**config.mk**
```make
export PLATFORM = sky130hd
export DESIGN_NAME = encoder_8b10b
export DESIGN_NICKNAME = d
export VERILOG_FILES = /design/src/rtl/encoder_8b10b_pkg.sv /design/src/rtl/encoder_8b10b_5b6b.sv /design/src/rtl/encoder_8b10b.sv
export SDC_FILE = /design/constraint.sdc
export NUM_CORES = 1
export LEC_CHECK = 0
export BUFFER_PORTS_ARGS = -buffer_cell sky130_fd_sc_hd__buf_2
export CAP_MARGIN = 20
export CORE_ASPECT_RATIO = 1.75
export CORE_UTILIZATION = 50
export DETAILED_ROUTE_END_ITERATION = 10
export PLACE_DENSITY = 0.73
export SLEW_MARGIN = 20
export SYNTH_ARGS = -nofsm -noshare
export SYNTH_HDL_FRONTEND = slang
export SYNTH_SLANG_ARGS = --single-unit
```
**constraint.sdc**
```tcl
create_clock -name clk -period 2.6 [get_ports clk]
set_input_delay 0 -clock clk [delete_from_list [all_inputs] [get_ports clk]]
set_output_delay 0 -clock clk [all_outputs]
set_load 0.005 [all_outputs]
```
**src/rtl/encoder_8b10b_pkg.sv**
```systemverilog
`default_nettype none
// ============================================================================
// Module      : encoder_8b10b_pkg
// Description : Shared types and constants for the 8B/10B encoder.
// Revision    : 1.0 - initial release
// ============================================================================
package encoder_8b10b_pkg;

    // Running-disparity encoding shared with the decoder
    typedef enum logic [1:0] {
        RD_NULL = 2'b00,
        RD_POS  = 2'b01,
        RD_NEG  = 2'b10
    } rd_t;

    // 6b/4b codes are held in abcdei / fghj order, 'a' and 'f' in the MSB
    localparam logic [4:0] c_k28_x         = 5'd28;
    localparam logic [5:0] c_k28_6b_rdneg  = 6'b001111;
    localparam logic [5:0] c_k28_6b_rdpos  = 6'b110000;
    localparam logic [3:0] c_a7_rdneg      = 4'b0111;
    localparam logic [3:0] c_a7_rdpos      = 4'b1000;

    typedef struct packed {
        logic [5:0] code6;
        logic       unbal6;
        logic       cmp6;
        logic [3:0] fghj_neg;
        logic [3:0] fghj_pos;
        logic       kerr;
    } s1_t;

    function automatic logic is_a7_rdneg(input logic [4:0] x);
        return (x == 5'd17) || (x == 5'd18) || (x == 5'd20);
    endfunction

    function automatic logic is_a7_rdpos(input logic [4:0] x);
        return (x == 5'd11) || (x == 5'd13) || (x == 5'd14);
    endfunction

    function automatic logic is_k_a7_x(input logic [4:0] x);
        return (x == 5'd23) || (x == 5'd27) || (x == 5'd29) || (x == 5'd30);
    endfunction

    // Map transmission-order codes onto dout, where bit 0 carries 'a' / 'f'
    function automatic logic [5:0] rev6(input logic [5:0] v);
        return {v[0], v[1], v[2], v[3], v[4], v[5]};
    endfunction

    function automatic logic [3:0] rev4(input logic [3:0] v);
        return {v[0], v[1], v[2], v[3]};
    endfunction

endpackage
`default_nettype wire

```
**src/rtl/encoder_8b10b_5b6b.sv**
```systemverilog
`default_nettype none
// ============================================================================
// Module      : encoder_8b10b_5b6b
// Description : 5b/6b data lookup returning the RD- code and its balance.
// Revision    : 1.0 - initial release
// ============================================================================
module encoder_8b10b_5b6b (
    input  logic [4:0] i_x,
    output logic [5:0] o_code6_rdneg,
    output logic       o_unbal
);

    always_comb begin
        o_code6_rdneg = 6'b000000;
        case (i_x)
            5'd0:  o_code6_rdneg = 6'b100111;
            5'd1:  o_code6_rdneg = 6'b011101;
            5'd2:  o_code6_rdneg = 6'b101101;
            5'd3:  o_code6_rdneg = 6'b110001;
            5'd4:  o_code6_rdneg = 6'b110101;
            5'd5:  o_code6_rdneg = 6'b101001;
            5'd6:  o_code6_rdneg = 6'b011001;
            5'd7:  o_code6_rdneg = 6'b111000;
            5'd8:  o_code6_rdneg = 6'b111001;
            5'd9:  o_code6_rdneg = 6'b100101;
            5'd10: o_code6_rdneg = 6'b010101;
            5'd11: o_code6_rdneg = 6'b110100;
            5'd12: o_code6_rdneg = 6'b001101;
            5'd13: o_code6_rdneg = 6'b101100;
            5'd14: o_code6_rdneg = 6'b011100;
            5'd15: o_code6_rdneg = 6'b010111;
            5'd16: o_code6_rdneg = 6'b011011;
            5'd17: o_code6_rdneg = 6'b100011;
            5'd18: o_code6_rdneg = 6'b010011;
            5'd19: o_code6_rdneg = 6'b110010;
            5'd20: o_code6_rdneg = 6'b001011;
            5'd21: o_code6_rdneg = 6'b101010;
            5'd22: o_code6_rdneg = 6'b011010;
            5'd23: o_code6_rdneg = 6'b111010;
            5'd24: o_code6_rdneg = 6'b110011;
            5'd25: o_code6_rdneg = 6'b100110;
            5'd26: o_code6_rdneg = 6'b010110;
            5'd27: o_code6_rdneg = 6'b110110;
            5'd28: o_code6_rdneg = 6'b001110;
            5'd29: o_code6_rdneg = 6'b101110;
            5'd30: o_code6_rdneg = 6'b011110;
            default: o_code6_rdneg = 6'b101011;
        endcase
    end

    // D.7 (111000) counts as balanced here; its RD+ inversion is handled by the caller
    assign o_unbal = ($countones(o_code6_rdneg) != 3);

endmodule
`default_nettype wire

```
**src/rtl/encoder_8b10b.sv**
```systemverilog
`default_nettype none
// ============================================================================
// Module      : encoder_8b10b
// Description : Two-stage 8B/10B encoder with running-disparity tracking.
// Revision    : 1.0 - initial release
// ============================================================================
module encoder_8b10b #(
    parameter bit INIT_RD_NEG = 1'b1
) (
    input  logic       clk,
    input  logic       reset,
    input  logic [7:0] din,
    input  logic       kin,
    input  logic       din_valid,
    output logic [9:0] dout,
    output logic       dout_valid,
    output logic       kerr,
    output logic       rd_pos
);
    import encoder_8b10b_pkg::*;

    localparam rd_t c_rd_init = INIT_RD_NEG ? RD_NEG : RD_POS;

    logic [4:0] w_x;
    logic [2:0] w_y;
    logic [5:0] w_d6;
    logic       w_d6_unbal;
    logic       w_k28;
    logic       w_k_a7;
    s1_t        w_s1;

    logic       r_s1_valid;
    s1_t        r_s1;
    logic [9:0] r_dout;
    logic       r_dout_valid;
    logic       r_kerr;
    rd_t        r_rd;

    assign w_x = din[4:0];
    assign w_y = din[7:5];

    encoder_8b10b_5b6b u_5b6b (
        .i_x           (w_x),
        .o_code6_rdneg (w_d6),
        .o_unbal       (w_d6_unbal)
    );

    assign w_k28  = kin && (w_x == c_k28_x);
    assign w_k_a7 = kin && (w_y == 3'd7) && is_k_a7_x(w_x);

    // Stage 1: both polarities of each sub-block; fghj_neg/pos are keyed on RD at the 4b point
    always_comb begin
        w_s1        = '0;
        w_s1.code6  = w_d6;
        w_s1.unbal6 = w_d6_unbal;
        w_s1.cmp6   = w_d6_unbal || (w_x == 5'd7);
        case (w_y)
            3'd0: begin w_s1.fghj_neg = 4'b1011; w_s1.fghj_pos = 4'b0100; end
            3'd1: begin w_s1.fghj_neg = 4'b1001; w_s1.fghj_pos = 4'b1001; end
            3'd2: begin w_s1.fghj_neg = 4'b0101; w_s1.fghj_pos = 4'b0101; end
            3'd3: begin w_s1.fghj_neg = 4'b1100; w_s1.fghj_pos = 4'b0011; end
            3'd4: begin w_s1.fghj_neg = 4'b1101; w_s1.fghj_pos = 4'b0010; end
            3'd5: begin w_s1.fghj_neg = 4'b1010; w_s1.fghj_pos = 4'b1010; end
            3'd6: begin w_s1.fghj_neg = 4'b0110; w_s1.fghj_pos = 4'b0110; end
            default: begin
                w_s1.fghj_neg = is_a7_rdneg(w_x) ? c_a7_rdneg : 4'b1110;
                w_s1.fghj_pos = is_a7_rdpos(w_x) ? c_a7_rdpos : 4'b0001;
            end
        endcase
        if (w_k28) begin
            w_s1.code6  = c_k28_6b_rdneg;
            w_s1.unbal6 = 1'b1;
            w_s1.cmp6   = 1'b1;
            case (w_y)
                3'd0:    w_s1.fghj_pos = 4'b0100;
                3'd1:    w_s1.fghj_pos = 4'b1001;
                3'd2:    w_s1.fghj_pos = 4'b0101;
                3'd3:    w_s1.fghj_pos = 4'b0011;
                3'd4:    w_s1.fghj_pos = 4'b0010;
                3'd5:    w_s1.fghj_pos = 4'b1010;
                3'd6:    w_s1.fghj_pos = 4'b0110;
                default: w_s1.fghj_pos = 4'b1000;
            endcase
            w_s1.fghj_neg = ~w_s1.fghj_pos;
        end else if (w_k_a7) begin
            w_s1.fghj_neg = c_a7_rdneg;
            w_s1.fghj_pos = c_a7_rdpos;
        end
        w_s1.kerr = kin && !w_k28 && !w_k_a7;
    end

    logic       w_rd_neg;
    logic       w_mid_neg;
    logic       w_out_neg;
    logic [5:0] w_c6;
    logic [3:0] w_c4;

    // Stage 2: polarity selection against the running disparity
    assign w_rd_neg  = (r_rd == RD_NEG);
    assign w_c6      = (!w_rd_neg && r_s1.cmp6) ? ~r_s1.code6 : r_s1.code6;
    assign w_mid_neg = r_s1.unbal6 ? !w_rd_neg : w_rd_neg;
    assign w_c4      = w_mid_neg ? r_s1.fghj_neg : r_s1.fghj_pos;
    assign w_out_neg = ($countones(w_c4) != 2) ? !w_mid_neg : w_mid_neg;

    always_ff @(posedge clk or posedge reset) begin
        if (reset) begin
            r_s1_valid   <= 1'b0;
            r_s1         <= '0;
            r_dout       <= '0;
            r_dout_valid <= 1'b0;
            r_kerr       <= 1'b0;
            r_rd         <= c_rd_init;
        end else begin
            r_s1_valid   <= din_valid;
            if (din_valid) begin
                r_s1 <= w_s1;
            end
            r_dout_valid <= r_s1_valid;
            if (r_s1_valid) begin
                r_dout <= {rev4(w_c4), rev6(w_c6)};
                r_kerr <= r_s1.kerr;
                r_rd   <= w_out_neg ? RD_NEG : RD_POS;
            end
        end
    end

    assign dout       = r_dout;
    assign dout_valid = r_dout_valid;
    assign kerr       = r_kerr;
    assign rd_pos     = (r_rd == RD_POS);

endmodule
`default_nettype wire
```
==> impl_metrics.csv <==
group,metric,value,unit
outcome,status,"complete, but fails checks",
outcome,violations,"setup timing",
grt,grt_pass1_vias,1647,
sta,finalSetupViolCount,2,
flow_run,cap_violations,0,
placement,preCtsSetupSlack,-0.3105,ns
grt,antenna_found_initial,0,
sta,maxSlewViolCount,0,
floorplan,core-area,4111,um2
finish,drive_above_1_share,0.2885,
synthesis,yosysWarnings,0,
floorplan,die_h,88.28,um
placement,dp.cells,288,
worst_hold_path,hold_class,"input port to flop",
drt,first_iter_violations,37,
grt,grt_pass1_wl,7.182,mm
drt,ant_nets,0,
power,vdd_drop_max,0.0005629,V
grt,grt_max_degree,33,
clock_tree,clock-sinks,32,
floorplan,start_util,0.5173,
finish,final_cell_mix,"dfrtp_1 (31), buf_2 (24), buf_4 (18), nor2_1 (17), inv_1 (17)",
floorplan,row_count,31,
drt,drt_wl_total,4.252,mm
drt,drt-wirelength-per-cell,14.08,um
floorplan,io_pins,25,
drt,drc,0,
grt,grt_overflow,0,
grt,grt_usage,0.2124,
sta,worst_slack,-0.2252,ns
power,leakagePower,1.182,nW
clock_tree,cts_tree,"yes",
critical_path,path_cells,"and2b_2, xnor2_4, mux2_4, fa_1, ha_2, ha_4, nor3b_2, xnor2_1, mux2_2",
placement,hpwlAfterDp,3.174,mm
worst_hold_path,min_from,"din_valid",
critical_path,critical_path.max_fanout,5,
drt,dr_total_vias,1674,
synthesis,synthFlopType,"dfrtp_1",
sta,slew_headroom,0.5391,
synthesis,synth-edff-count,0,
critical_path,crit_path_end_kind,"flop",
sta,max_slew.worst_pin.slew,0.6913,ns
synthesis,avgSynthCellArea,9.939,um2
critical_path,crit_path_start_kind,"flop",
critical_path,r2r_start,"r_rd[1]",
sta,skew,0.005917,ns
finish,area_growth,19.00,%
finish,regArea,802.0,um2
finish,fin_cells,302,
synthesis,synth_seq_cells,32,
synthesis,synth.distinct_cells,53,
clock_tree,clk_latency,0.28,ns
finish,layout_commonest_cell,"dfrtp_1",
power,powerDensity,900.5,nW/um2
critical_path,crit_type,"flop to flop",
synthesis,synth_seq_area_share,0.3771,
clock_tree,root_buffer,"clkbuf_8",
finish,fillers,361,
floorplan,die_x,51.31,um
clock_tree,htree_levels,2,
placement,gp_congestion,0.8322,
clock_tree,cts-buffers-inserted,5,
sta,final_hold_viol_count,0,
critical_path,timing.critical_path.buf_inv,0,
finish,multi_input_area,1235,um2
finish,fin_nets,281,
critical_path,critPathLaunch,"r_rd[1]",
drt,vias_per_cell,5.543,
critical_path,crit_family,"adder cells",
synthesis,synthesis.nets,243,
sta,min_period,2.825,ns
critical_path,arrival,2.99,ns
finish,antenna_cells,0,
critical_path,cp.required,2.76,ns
synthesis,async_flop_share,1.000,
critical_path,crit_slowest_cell,"fa_1",
power,power,2.279,mW
drt,firstDrtPassIters,4,
sta,min_period_over_period,1.087,
clock_tree,clk_pin_slew,0.06,ns
sta,clock.fmax,354.0,MHz
floorplan,die-area,4529,um2
placement,io_buffers,24,
synthesis,syn_area,2127,um2
sta,rsz0062_at_grt,"true",
critical_path,cpPeakStageDelay,0.55,ns
clock_tree,clk_path_buf_depth,2,
synthesis,synthCells,214,
repair_timing:
| action | 4_1_cts | 5_1_grt |
|---|---|---|
| setup endpoints to repair | 2 | 2 |
| endpoints found under the hold margin | 31 | 0 |
| pin swaps | 2 | 3 |
| buffers inserted | 2 | 3 |
| resized for setup | 4 | 1 |
| hold buffers | 1 | 0 |
sequential cells by signal, indices dropped and copies added (netlist names):
name        cells
dout           10
dout_valid      1
kerr            1
r_rd            2
r_s1           17
r_s1_valid      1
layout make-up:
cell class	instances	area share
timing repair buffer	43	0.1048
tap	49	0.02422
sequential	32	0.3169
multi-input combinational	152	0.4879
clock buffer	8	0.03955
inverter	18	0.02669
cells in the mapped netlist, drive strengths merged, types with 2 or more instances:
cell,number,share of area
nor2b,5,0.015
o21ai,5,0.012
o22a,2,0.0082
a21o,2,0.0071
inv,17,0.030
mux2i,3,0.014
and4,2,0.0082
o211ai,2,0.0071
dfrtp,31,0.36
nand2b,5,0.015
buf,5,0.019
nand2,13,0.023
o32ai,2,0.0082
xnor2,5,0.024
clkbuf,7,0.012
o21a,2,0.0071
fa,3,0.028
ha,14,0.082
or3,4,0.012
a31oi,2,0.0059
nor2,17,0.030
nor3,3,0.0071
nor3b,2,0.0071
xor2,4,0.016
a32oi,2,0.0082
nand3,3,0.0071
a21oi,13,0.031
a22o,3,0.012
a221oi,2,0.0082
mux2,14,0.074
power by group:
part	switching (mW)	leakage [nW]	internal, mW	total, mW
clock	0.173	0.0515	0.241	0.414
combinational	0.486	0.765	0.657	1.14
sequential	0.0765	0.366	0.646	0.723
worst paths after layout:
path / to / cells after the start / slack [ns]
min in group asynchronous: r_s1[3] / 4 / 0.34
max in group asynchronous: r_rd[1] / 4 / 1.93
max reg2reg: r_rd[0] / 9 / -0.23
max: r_rd[0] / 9 / -0.23
min: r_s1_valid / 1 / 0.06
min reg2reg: r_s1[7] / 1 / 0.48
kinds of logic after synthesis:
family / Yosys count / synth area share
multiplexers: 18 / 0.09882
XOR/XNOR: 9 / 0.04059
AND/OR/NAND/NOR: 58 / 0.1365
AO/OA/AOI/OAI: 50 / 0.1735
adder cells (fa/ha/maj): 17 / 0.1106
flip-flops: 32 / 0.3771
buffers and inverters: 30 / 0.06294
through the flow:
| stage | cell area, um2 | hold WS [ns] | utilization | TNS [ns] |
|---|---|---|---|---|
| global placement | 2352 | 0.09061 | 0.5721 | -0.3331 |
| floorplan | 2140 | 0.03143 | - | -0.1626 |
| CTS | 2496 | 0.05602 | 0.6071 | -0.3416 |
| detailed placement | 2352 | 0.1039 | 0.5721 | -0.5055 |
| finish | 2531 | 0.06186 | 0.6156 | -0.4226 |
| global route | 2531 | 0.07018 | 0.6156 | -0.5558 |
per-layer routing:
layer | wire length, um | GRT usage
met4 | 113 | 0.1229
met2 | 2358 | 0.4091
met5 | 0 | 0
met3 | 70 | 0.01546
met1 | 1710 | 0.2172
worst register-to-register path: stages (launching register included):
cell     delay (ns)
dfstp_2        0.52
and2b_2        0.20
xnor2_4        0.17
mux2_4         0.35
fa_1           0.55
ha_2           0.19
ha_4           0.19
nor3b_2        0.15
xnor2_1        0.14
mux2_2         0.26
Power figures use the tool's default switching activity.
